<file path="src/rtl/if_fetch_unit_pkg.sv">
// Shared definitions for the instruction-fetch stage.
//   - fetch_state_e : FSM state encoding (IDLE/REQ/DROP/HOLD)
//   - INST_NOP      : instruction shown while no live instruction is held
//   - RESET_PC_DEFAULT : first fetch address after reset
//   - PC_INCR       : sequential PC step
//   - align_pc()    : clears the byte-offset bits of a fetch address
package if_fetch_unit_pkg;

    typedef enum logic [1:0] {
        ST_IDLE = 2'd0,
        ST_REQ  = 2'd1,
        ST_DROP = 2'd2,
        ST_HOLD = 2'd3
    } fetch_state_e;

    localparam logic [31:0] INST_NOP_DEFAULT = 32'h0000_0013;
    localparam logic [31:0] RESET_PC_DEFAULT = 32'h0000_0000;
    localparam logic [31:0] PC_INCR          = 32'd4;

    // Fetch addresses are always word aligned.
    function automatic logic [31:0] align_pc(input logic [31:0] addr);
        return {addr[31:2], 2'b00};
    endfunction

endpackage

</file>
<file path="src/rtl/if_fetch_unit.sv">
// Instruction-fetch stage. Owns the PC, keeps exactly one request
// outstanding to the Icache, drops responses overtaken by a redirect and
// presents fetched instructions to the IF/ID register.
// Ports:
//   clk, rst_n             : clock, synchronous active-low reset
//   fc_jump_flag_i/pc_i    : redirect request and target from flow control
//   id_stall_i             : IF/ID cannot accept a new instruction
//   Icache_ready_i/inst_i  : response strobe and instruction word
//   if_req_addr_o          : fetch address (always the PC)
//   if_valid_req_o         : request outstanding
//   if_jump_stop_Icache_o  : the in-flight response will be discarded
//   if_inst_o/if_pc_o      : instruction and its PC to IF/ID
//   if_inst_valid_o        : if_inst_o/if_pc_o hold a live instruction
module if_fetch_unit
    import if_fetch_unit_pkg::*;
#(
    parameter logic [31:0] RESET_PC = RESET_PC_DEFAULT,
    parameter logic [31:0] INST_NOP = INST_NOP_DEFAULT
) (
    input  logic        clk,
    input  logic        rst_n,
    input  logic        fc_jump_flag_i,
    input  logic [31:0] fc_jump_pc_i,
    input  logic        id_stall_i,
    input  logic        Icache_ready_i,
    input  logic [31:0] Icache_inst_i,
    output logic [31:0] if_req_addr_o,
    output logic        if_valid_req_o,
    output logic        if_jump_stop_Icache_o,
    output logic [31:0] if_inst_o,
    output logic [31:0] if_pc_o,
    output logic        if_inst_valid_o
);

    fetch_state_e state;
    logic [31:0]  pc;

    assign if_req_addr_o = pc;

    // Fetch FSM, PC and registered IF/ID outputs.
    always_ff @(posedge clk) begin
        if (!rst_n) begin
            state                 <= ST_IDLE;
            pc                    <= align_pc(RESET_PC);
            if_valid_req_o        <= 1'b0;
            if_jump_stop_Icache_o <= 1'b0;
            if_inst_valid_o       <= 1'b0;
            if_inst_o             <= INST_NOP;
            if_pc_o               <= 32'd0;
        end else begin
            case (state)
                ST_IDLE: begin
                    state          <= ST_REQ;
                    if_valid_req_o <= 1'b1;
                end

                ST_REQ: begin
                    if (Icache_ready_i && !fc_jump_flag_i) begin
                        if_inst_o       <= Icache_inst_i;
                        if_pc_o         <= pc;
                        if_inst_valid_o <= 1'b1;
                        pc              <= pc + PC_INCR;
                        if (id_stall_i) begin
                            state          <= ST_HOLD;
                            if_valid_req_o <= 1'b0;
                        end else begin
                            state <= ST_REQ;
                        end
                    end else if (fc_jump_flag_i) begin
                        // Redirect: a response arriving now is simply dropped;
                        // otherwise the old line must drain in DROP.
                        pc              <= align_pc(fc_jump_pc_i);
                        if_inst_valid_o <= 1'b0;
                        if_inst_o       <= INST_NOP;
                        if (Icache_ready_i) begin
                            state <= ST_REQ;
                        end else begin
                            state                 <= ST_DROP;
                            if_jump_stop_Icache_o <= 1'b1;
                        end
                    end else if (!id_stall_i) begin
                        // IF/ID took the presented instruction; nothing new yet.
                        if_inst_valid_o <= 1'b0;
                        if_inst_o       <= INST_NOP;
                    end else begin
                        state <= ST_REQ;
                    end
                end

                ST_DROP: begin
                    if (fc_jump_flag_i) begin
                        pc <= align_pc(fc_jump_pc_i);
                    end else begin
                        pc <= pc;
                    end
                    if (Icache_ready_i) begin
                        state                 <= ST_REQ;
                        if_jump_stop_Icache_o <= 1'b0;
                    end else begin
                        state <= ST_DROP;
                    end
                end

                ST_HOLD: begin
                    if (fc_jump_flag_i) begin
                        pc              <= align_pc(fc_jump_pc_i);
                        if_inst_valid_o <= 1'b0;
                        if_inst_o       <= INST_NOP;
                        state           <= ST_REQ;
                        if_valid_req_o  <= 1'b1;
                    end else if (!id_stall_i) begin
                        // Held instruction is consumed on this edge.
                        if_inst_valid_o <= 1'b0;
                        if_inst_o       <= INST_NOP;
                        state           <= ST_REQ;
                        if_valid_req_o  <= 1'b1;
                    end else begin
                        state <= ST_HOLD;
                    end
                end

                default: begin
                    state                 <= ST_IDLE;
                    if_valid_req_o        <= 1'b0;
                    if_jump_stop_Icache_o <= 1'b0;
                    if_inst_valid_o       <= 1'b0;
                    if_inst_o             <= INST_NOP;
                end
            endcase
        end
    end

endmodule

</file>
<file path="config.mk">
export PLATFORM = sky130hd
export DESIGN_NAME = if_fetch_unit
export DESIGN_NICKNAME = d
export VERILOG_FILES = /design/src/rtl/if_fetch_unit_pkg.sv /design/src/rtl/if_fetch_unit.sv
export SDC_FILE = /design/constraint.sdc
export NUM_CORES = 1
export LEC_CHECK = 0
export BUFFER_PORTS_ARGS = -buffer_cell sky130_fd_sc_hd__buf_2
export CORE_UTILIZATION = 35
export DETAILED_ROUTE_END_ITERATION = 8
export HOLD_SLACK_MARGIN = 0.15
export SKIP_LAST_GASP = 1
export SYNTH_ARGS = -nofsm -noshare
export SYNTH_HDL_FRONTEND = slang
export SYNTH_SLANG_ARGS = --single-unit
</file>
<file path="constraint.sdc">
create_clock -name clk -period 3.1 [get_ports clk]
set_input_delay 0.31 -clock clk [delete_from_list [all_inputs] [get_ports clk]]
set_output_delay 0.31 -clock clk [all_outputs]
set_load 0.02 [all_outputs]
</file>
# Word-level counts from Yosys, hierarchy flattened
# Cells that the tools add are included.
dict set report word_totals {
  regBits 101
  wordCells 58
  output_inout_bits 99
  input_bits 69
}
dict set report classes {
  mux 28
  add_sub_neg 1
  reduce_logical 11
  eq_ne 11
}
# cell n
set op_table {}
lappend op_table {{$mux 32} 5}
lappend op_table {{$pmux 32 s2} 2}
lappend op_table {{$add 32x3->32 const B} 1}
lappend op_table {{$mux 2} 6}
lappend op_table {{$ne 2x2->1 const B} 6}
lappend op_table {{$mux 1} 11}
lappend op_table {{$pmux 2 s4} 1}
lappend op_table {{$reduce_bool 2->1} 3}
lappend op_table {{$reduce_and 5->1} 1}
lappend op_table {{$eq 2x2->1 const B} 2}
lappend op_table {{$ne 4x4->1 const B} 1}
lappend op_table {{$pmux 1 s2} 2}
lappend op_table {{$reduce_and 4->1} 1}
lappend op_table {{$ne 3x3->1 const B} 1}
lappend op_table {{$pmux 1 s3} 1}
lappend op_table {{$reduce_bool 3->1} 1}
lappend op_table {{$eq 2x1->1 const B} 1}
lappend op_table {{$logic_not 2->1} 1}
lappend op_table {{$reduce_and 2->1} 1}
lappend op_table {{$reduce_or 2->1} 1}
lappend op_table {{$logic_and 1x1->1} 1}
lappend op_table {{$logic_not 1->1} 1}

# Longest topological paths before layout
dict set report logic_depth {
  depth_word 4
  ltp_mapped 8
  depth_no_buf 6
}

# Least setup slack after synthesis
# Ideal clock, no wire load.
dict set report synth_path {
  path_kind {reg2reg}
  startpoint {register pc[2] (netlist: if_req_addr_o[2])}
  endpoint {register pc[28] (netlist: if_req_addr_o[28])}
  setup_ps 134
  n_path_buf 1
  synth_period_minus_slack_ps 2271
  path_stages_with_launch 8
  setup_slack_ps 829
  required_ps 2966
  t_arrival_ps 2137
  cell_sequence {dfxtp_1 ha_1 nand4_1 or4_2 buf_2 nor3_1 xnor2_1 o22ai_1}
}
dict set report synth_via {
  elab_chain_cells 3
}
# element line_no
set synth_rtl {}
lappend synth_rtl {{from (decl)} if_fetch_unit.sv:36} ;# logic [31:0] pc;
lappend synth_rtl {{from (signal assigned)} if_fetch_unit.sv:44} ;# pc <= align_pc(RESET_PC);
lappend synth_rtl {{from (signal assigned)} if_fetch_unit.sv:62} ;# pc <= pc + PC_INCR;
lappend synth_rtl {{from (signal assigned)} if_fetch_unit.sv:72} ;# pc <= align_pc(fc_jump_pc_i);
lappend synth_rtl {{$add 32x3->32} if_fetch_unit.sv:62}
lappend synth_rtl {{$mux 32} if_fetch_unit.sv:58} ;# if (Icache_ready_i && !fc_jump_flag_i) begin
lappend synth_rtl {{$pmux 32 s2} if_fetch_unit.sv:51} ;# case (state)
# No other way between the ends.
# A chain may end at the register's enable or synchronous reset.

# Worst setup path in the final report
dict set report layout_path {
  startpoint {register state[0]}
  endpoint {register if_inst_o[10]}
}
dict set report layout_via {
  elab_chain_cells 2
  elab_cells_between_ends 4
  cone_classes {2 x eq/ne; 1 x mux; 1 x reduce/logical}
}
# element line_no
set layout_rtl {}
lappend layout_rtl {{from (decl)} if_fetch_unit.sv:35} ;# fetch_state_e state;
lappend layout_rtl {{from (signal assigned)} if_fetch_unit.sv:43} ;# state <= ST_IDLE;
lappend layout_rtl {{from (signal assigned)} if_fetch_unit.sv:53} ;# state <= ST_REQ;
lappend layout_rtl {{from (signal assigned)} if_fetch_unit.sv:64} ;# state <= ST_HOLD;
lappend layout_rtl {{$eq 2x2->1 or $eq 2x1->1 (tied branches)} if_fetch_unit.sv:51}
lappend layout_rtl {{$pmux 32 s2 or $reduce_bool 2->1 (tied branches)} --}
lappend layout_rtl {{to (signal assigned)} if_fetch_unit.sv:59} ;# if_inst_o <= Icache_inst_i;
lappend layout_rtl {{to (decl)} if_fetch_unit.sv:30} ;# output logic [31:0] if_inst_o,
# Several ways; a longest one is shown, not always the timed one.

==> run_results.csv <==
group,metric,value,unit
status,outcome,"completed",
detailed_routing,first_pass_iters,4,
placement,place_area,5600,µm²
critical_path,worstPathArrival,2.98,ns
grt,overflow,0,
die,rows,41,
die,initial_core_util,0.366,
clocking,cts_tree,"yes",
critical_path,cp_slowest_cell,"a21oi_1",
logic_synthesis,synth_warnings,0,
placement,portBuffers,165,
cells_and_area,layout-drive-gt1-share,0.273,
critical_path,startpoint_type,"flip-flop",
timing,rsz0062_at_grt,"no",
detailed_routing,drt-wirelength-per-cell,16.3,µm
die,die_h,118,µm
critical_path,reg2reg_to,"if_inst_o[10]$_SDFFE_PN0P_",
timing,max_clock_freq,365,MHz
logic_synthesis,synth-compound-area-share,0.266,
power,total_power,2.94,mW
timing,min_period,2.74,ns
timing,relSlewSlack,0.171,
critical_path,worstPathMaxFanout,19,
grt,grt_pass1_vias,4680,
cells_and_area,final_cell_mix,"165 x buf_2, 110 x nand2_1, 101 x dfxtp_1, 45 x o21ai_0, 44 x a21oi_1",
clocking,cts_max_level,3,
timing,worst_pin_slew,1.24,ns
logic_synthesis,syn-num-nets,659,
clocking,postCtsSetupRepairBufs,0,
critical_path,crit_type,"flip-flop to flip-flop",
hold_path,hp-start,"Icache_inst_i[19]",
detailed_routing,drt-initial-drc-count,316,
critical_path,worstSetupEndpointType,"flip-flop",
timing,drv_slew,0,
timing,fin_crit_sh,0.884,
logic_synthesis,ys_types,61,
logic_synthesis,synth_top_family_by_area,"compound AO/OA/AOI/OAI gates",
logic_synthesis,netlist_area,4700,µm²
clocking,hold_buffers,0,
clocking,cts_buffers,9,
critical_path,crit_chain,"a21oi_1 > o21ai_1 > a22oi_1 > nor2b_1",
critical_path,crit_buf_inv,0,
hold_path,holdPathEnd,"if_inst_o[19]$_SDFFE_PN0P_",
detailed_routing,finalWirelength,14.7,mm
cells_and_area,fillCellCount,1309,
grt,grt_pass1_wl,23.7,mm
logic_synthesis,synth_simple_gate_area_share,0.231,
logic_synthesis,synth_edf_count,0,
die,core,12800,µm²
cells_and_area,syn_to_final_growth,25.3,%
die,chipWidth,118,µm
cells_and_area,finalNetCount,797,
detailed_routing,vias,4879,
hold_path,hold_class,"input pin to flip-flop",
critical_path,cp_top_family,"compound AO/OA/AOI/OAI gates",
placement,gp_congestion,0.811,
power,ir_drop,0.210,mV
power,power_density,499,nW/µm²
job,cap_violations,0,
clocking,clk_pin_slew,0.07,ns
timing,hold_slack,0.197,ns
detailed_routing,vias_per_cell,5.39,
critical_path,reg2reg_depth,4,
logic_synthesis,ys_seq_elements,101,
critical_path,max_stage_delay,1.06,ns
grt,grt_use_total,0.212,
clocking,cts_root_buffer,"clkbuf_16",
die,ios,168,
logic_synthesis,synth.area.mux_share,0.00639,
hold_path,hold_path_depth,3,
cells_and_area,layout_commonest_cell,"buf_2",
detailed_routing,drcViolationCount,0,
timing,fin_tns_setup,0,ns
critical_path,required,3.34,ns
clocking,post_cts_resized,0,
critical_path,timing.rr.start,"state[0]$_SDFFE_PN0P_",
logic_synthesis,synthAdderAreaFrac,0.00266,
grt,grt_max_degree,59,
clocking,clock-sinks,101,
logic_synthesis,netlist_instances,589,
logic_synthesis,synth_seq_area_share,0.431,
logic_synthesis,ys.flop_type,"dfxtp_1",
die,die_area,13900,µm²
timing,finalClockSkew,0.00713,ns
logic_synthesis,synth_xor_area_frac,0.00933,
logic_synthesis,syn_avg_cell_area,7.97,µm²
logic_synthesis,synthArstFlopShare,0,
detailed_routing,ant_nets,0,
power,p_leak,2.38,nW
cells_and_area,design_area,5880,µm²
timing,final_hold_viol_count,0,
critical_path,reg2reg_slack,0.36,ns
timing,finalSetupViolCount,0,
clocking,clock_latency,0.35,ns
grt,antenna_found_initial,2,
clocking,clock_path_buffers,2,
placement,dp_hpwl,10.3,mm
flip-flops by register name (all words and copies together), names as in the netlist:
name and cells:
if_inst_o 32, if_inst_valid_o 1, if_jump_stop_Icache_o 1, if_pc_o 32, if_req_addr_o 32, if_valid_req_o 1
state 2
worst max-delay path by stage:
stage | start | to | slack (ns) | cells past startpoint
2_1_floorplan | if_req_addr_o[2]$_SDFFE_PN0N_ | if_req_addr_o[28]$_SDFFE_PN0N_ | 0.83 | 7
3_3_place_gp | Icache_ready_i | if_inst_o[16]$_SDFFE_PN0P_ | 0.39 | 6
3_5_place_dp | Icache_ready_i | if_inst_o[10]$_SDFFE_PN0P_ | 0.27 | 6
4_1_cts | state[0]$_SDFFE_PN0P_ | if_inst_o[10]$_SDFFE_PN0P_ | 0.36 | 4
5_1_grt | state[0]$_SDFFE_PN0P_ | if_inst_o[10]$_SDFFE_PN0P_ | 0.05 | 4
6_report | state[0]$_SDFFE_PN0P_ | if_inst_o[10]$_SDFFE_PN0P_ | 0.36 | 4
cell type report:
| type | instances | area (µm²) | share of cell area |
|---|---|---|---|
| Multi-Input combinational cell | 430 | 2420 | 0.412 |
| Sequential cell | 101 | 2020 | 0.344 |
| Timing Repair Buffer | 175 | 901 | 0.153 |
| Clock buffer | 13 | 260 | 0.0442 |
| Tap cell | 172 | 215 | 0.0366 |
| Inverter | 10 | 37.5 | 0.00638 |
| Clock inverter | 3 | 20.0 | 0.00340 |
| Antenna cell | 1 | 2.50 | 0.000425 |
power breakdown:
part | switching [mW] | total [mW] | internal [mW]
sequential | 0.0811 | 1.43 | 1.35
combinational | 0.270 | 0.432 | 0.161
clock | 0.486 | 1.07 | 0.588
synth_stat cells, drive strengths merged, types with 2 or more instances:
master / n / area share
a21oi: 44 / 0.047
nor2: 27 / 0.022
mux2i: 3 / 0.0064
or4: 3 / 0.0051
inv: 9 / 0.0072
o22ai: 13 / 0.017
nand2: 110 / 0.088
o21ai: 47 / 0.050
o21a: 3 / 0.0048
nor2b: 20 / 0.027
nor4: 9 / 0.012
o41ai: 3 / 0.0056
and2: 2 / 0.0027
nand4: 6 / 0.011
o311a: 3 / 0.0064
dfxtp: 101 / 0.43
or2: 6 / 0.0085
a21boi: 29 / 0.046
a32o: 2 / 0.0043
o31ai: 4 / 0.0064
buf: 8 / 0.013
xnor2: 5 / 0.0093
nor3: 13 / 0.014
nand3: 13 / 0.014
a22oi: 24 / 0.038
and3: 5 / 0.0067
o211ai: 2 / 0.0032
or3: 2 / 0.0027
clkbuf: 40 / 0.034
a221o: 2 / 0.0043
nand3b: 2 / 0.0032
a31oi: 2 / 0.0027
nand2b: 7 / 0.0093
stage by stage:
stage	std cells	setup slack, ns	utilization
after global routing	905	0.0516	0.459
after CTS	904	0.365	0.459
after global placement	888	0.386	0.437
after floorplan	589	0.829	-
final	905	0.359	0.459
after detailed placement	888	0.268	0.437
logic make-up (layout without fill, tap and decap cells):
family | Yosys count | after routing
and+or+nand+nor | 228 | 228
AOI/OAI and AO/OA | 193 | 193
DFF | 101 | 101
buffers and inverters | 58 | 201
xor gates and xnor gates | 5 | 5
muxes | 3 | 3
adders and majority gates | 1 | 1
other | 0 | 1
worst reg2reg max path: cells and delay by family, from the launching register on:
kind,cells,cell delay [ns]
AND/OR/NAND/NOR,1,0.07
flip-flops,1,0.51
AO/OA/AOI/OAI,3,2.04
routing by layer:
metal | vias up | GRT usage | routed length (µm)
li1 | 2380 | - | -
met1 | 2261 | 0.264 | 6490
met2 | 207 | 0.346 | 6750
met3 | 29 | 0.0509 | 1050
met4 | 2 | 0.0970 | 407
met5 | - | 0 | 13
No activity file was read; power rests on OpenSTA's default activity.
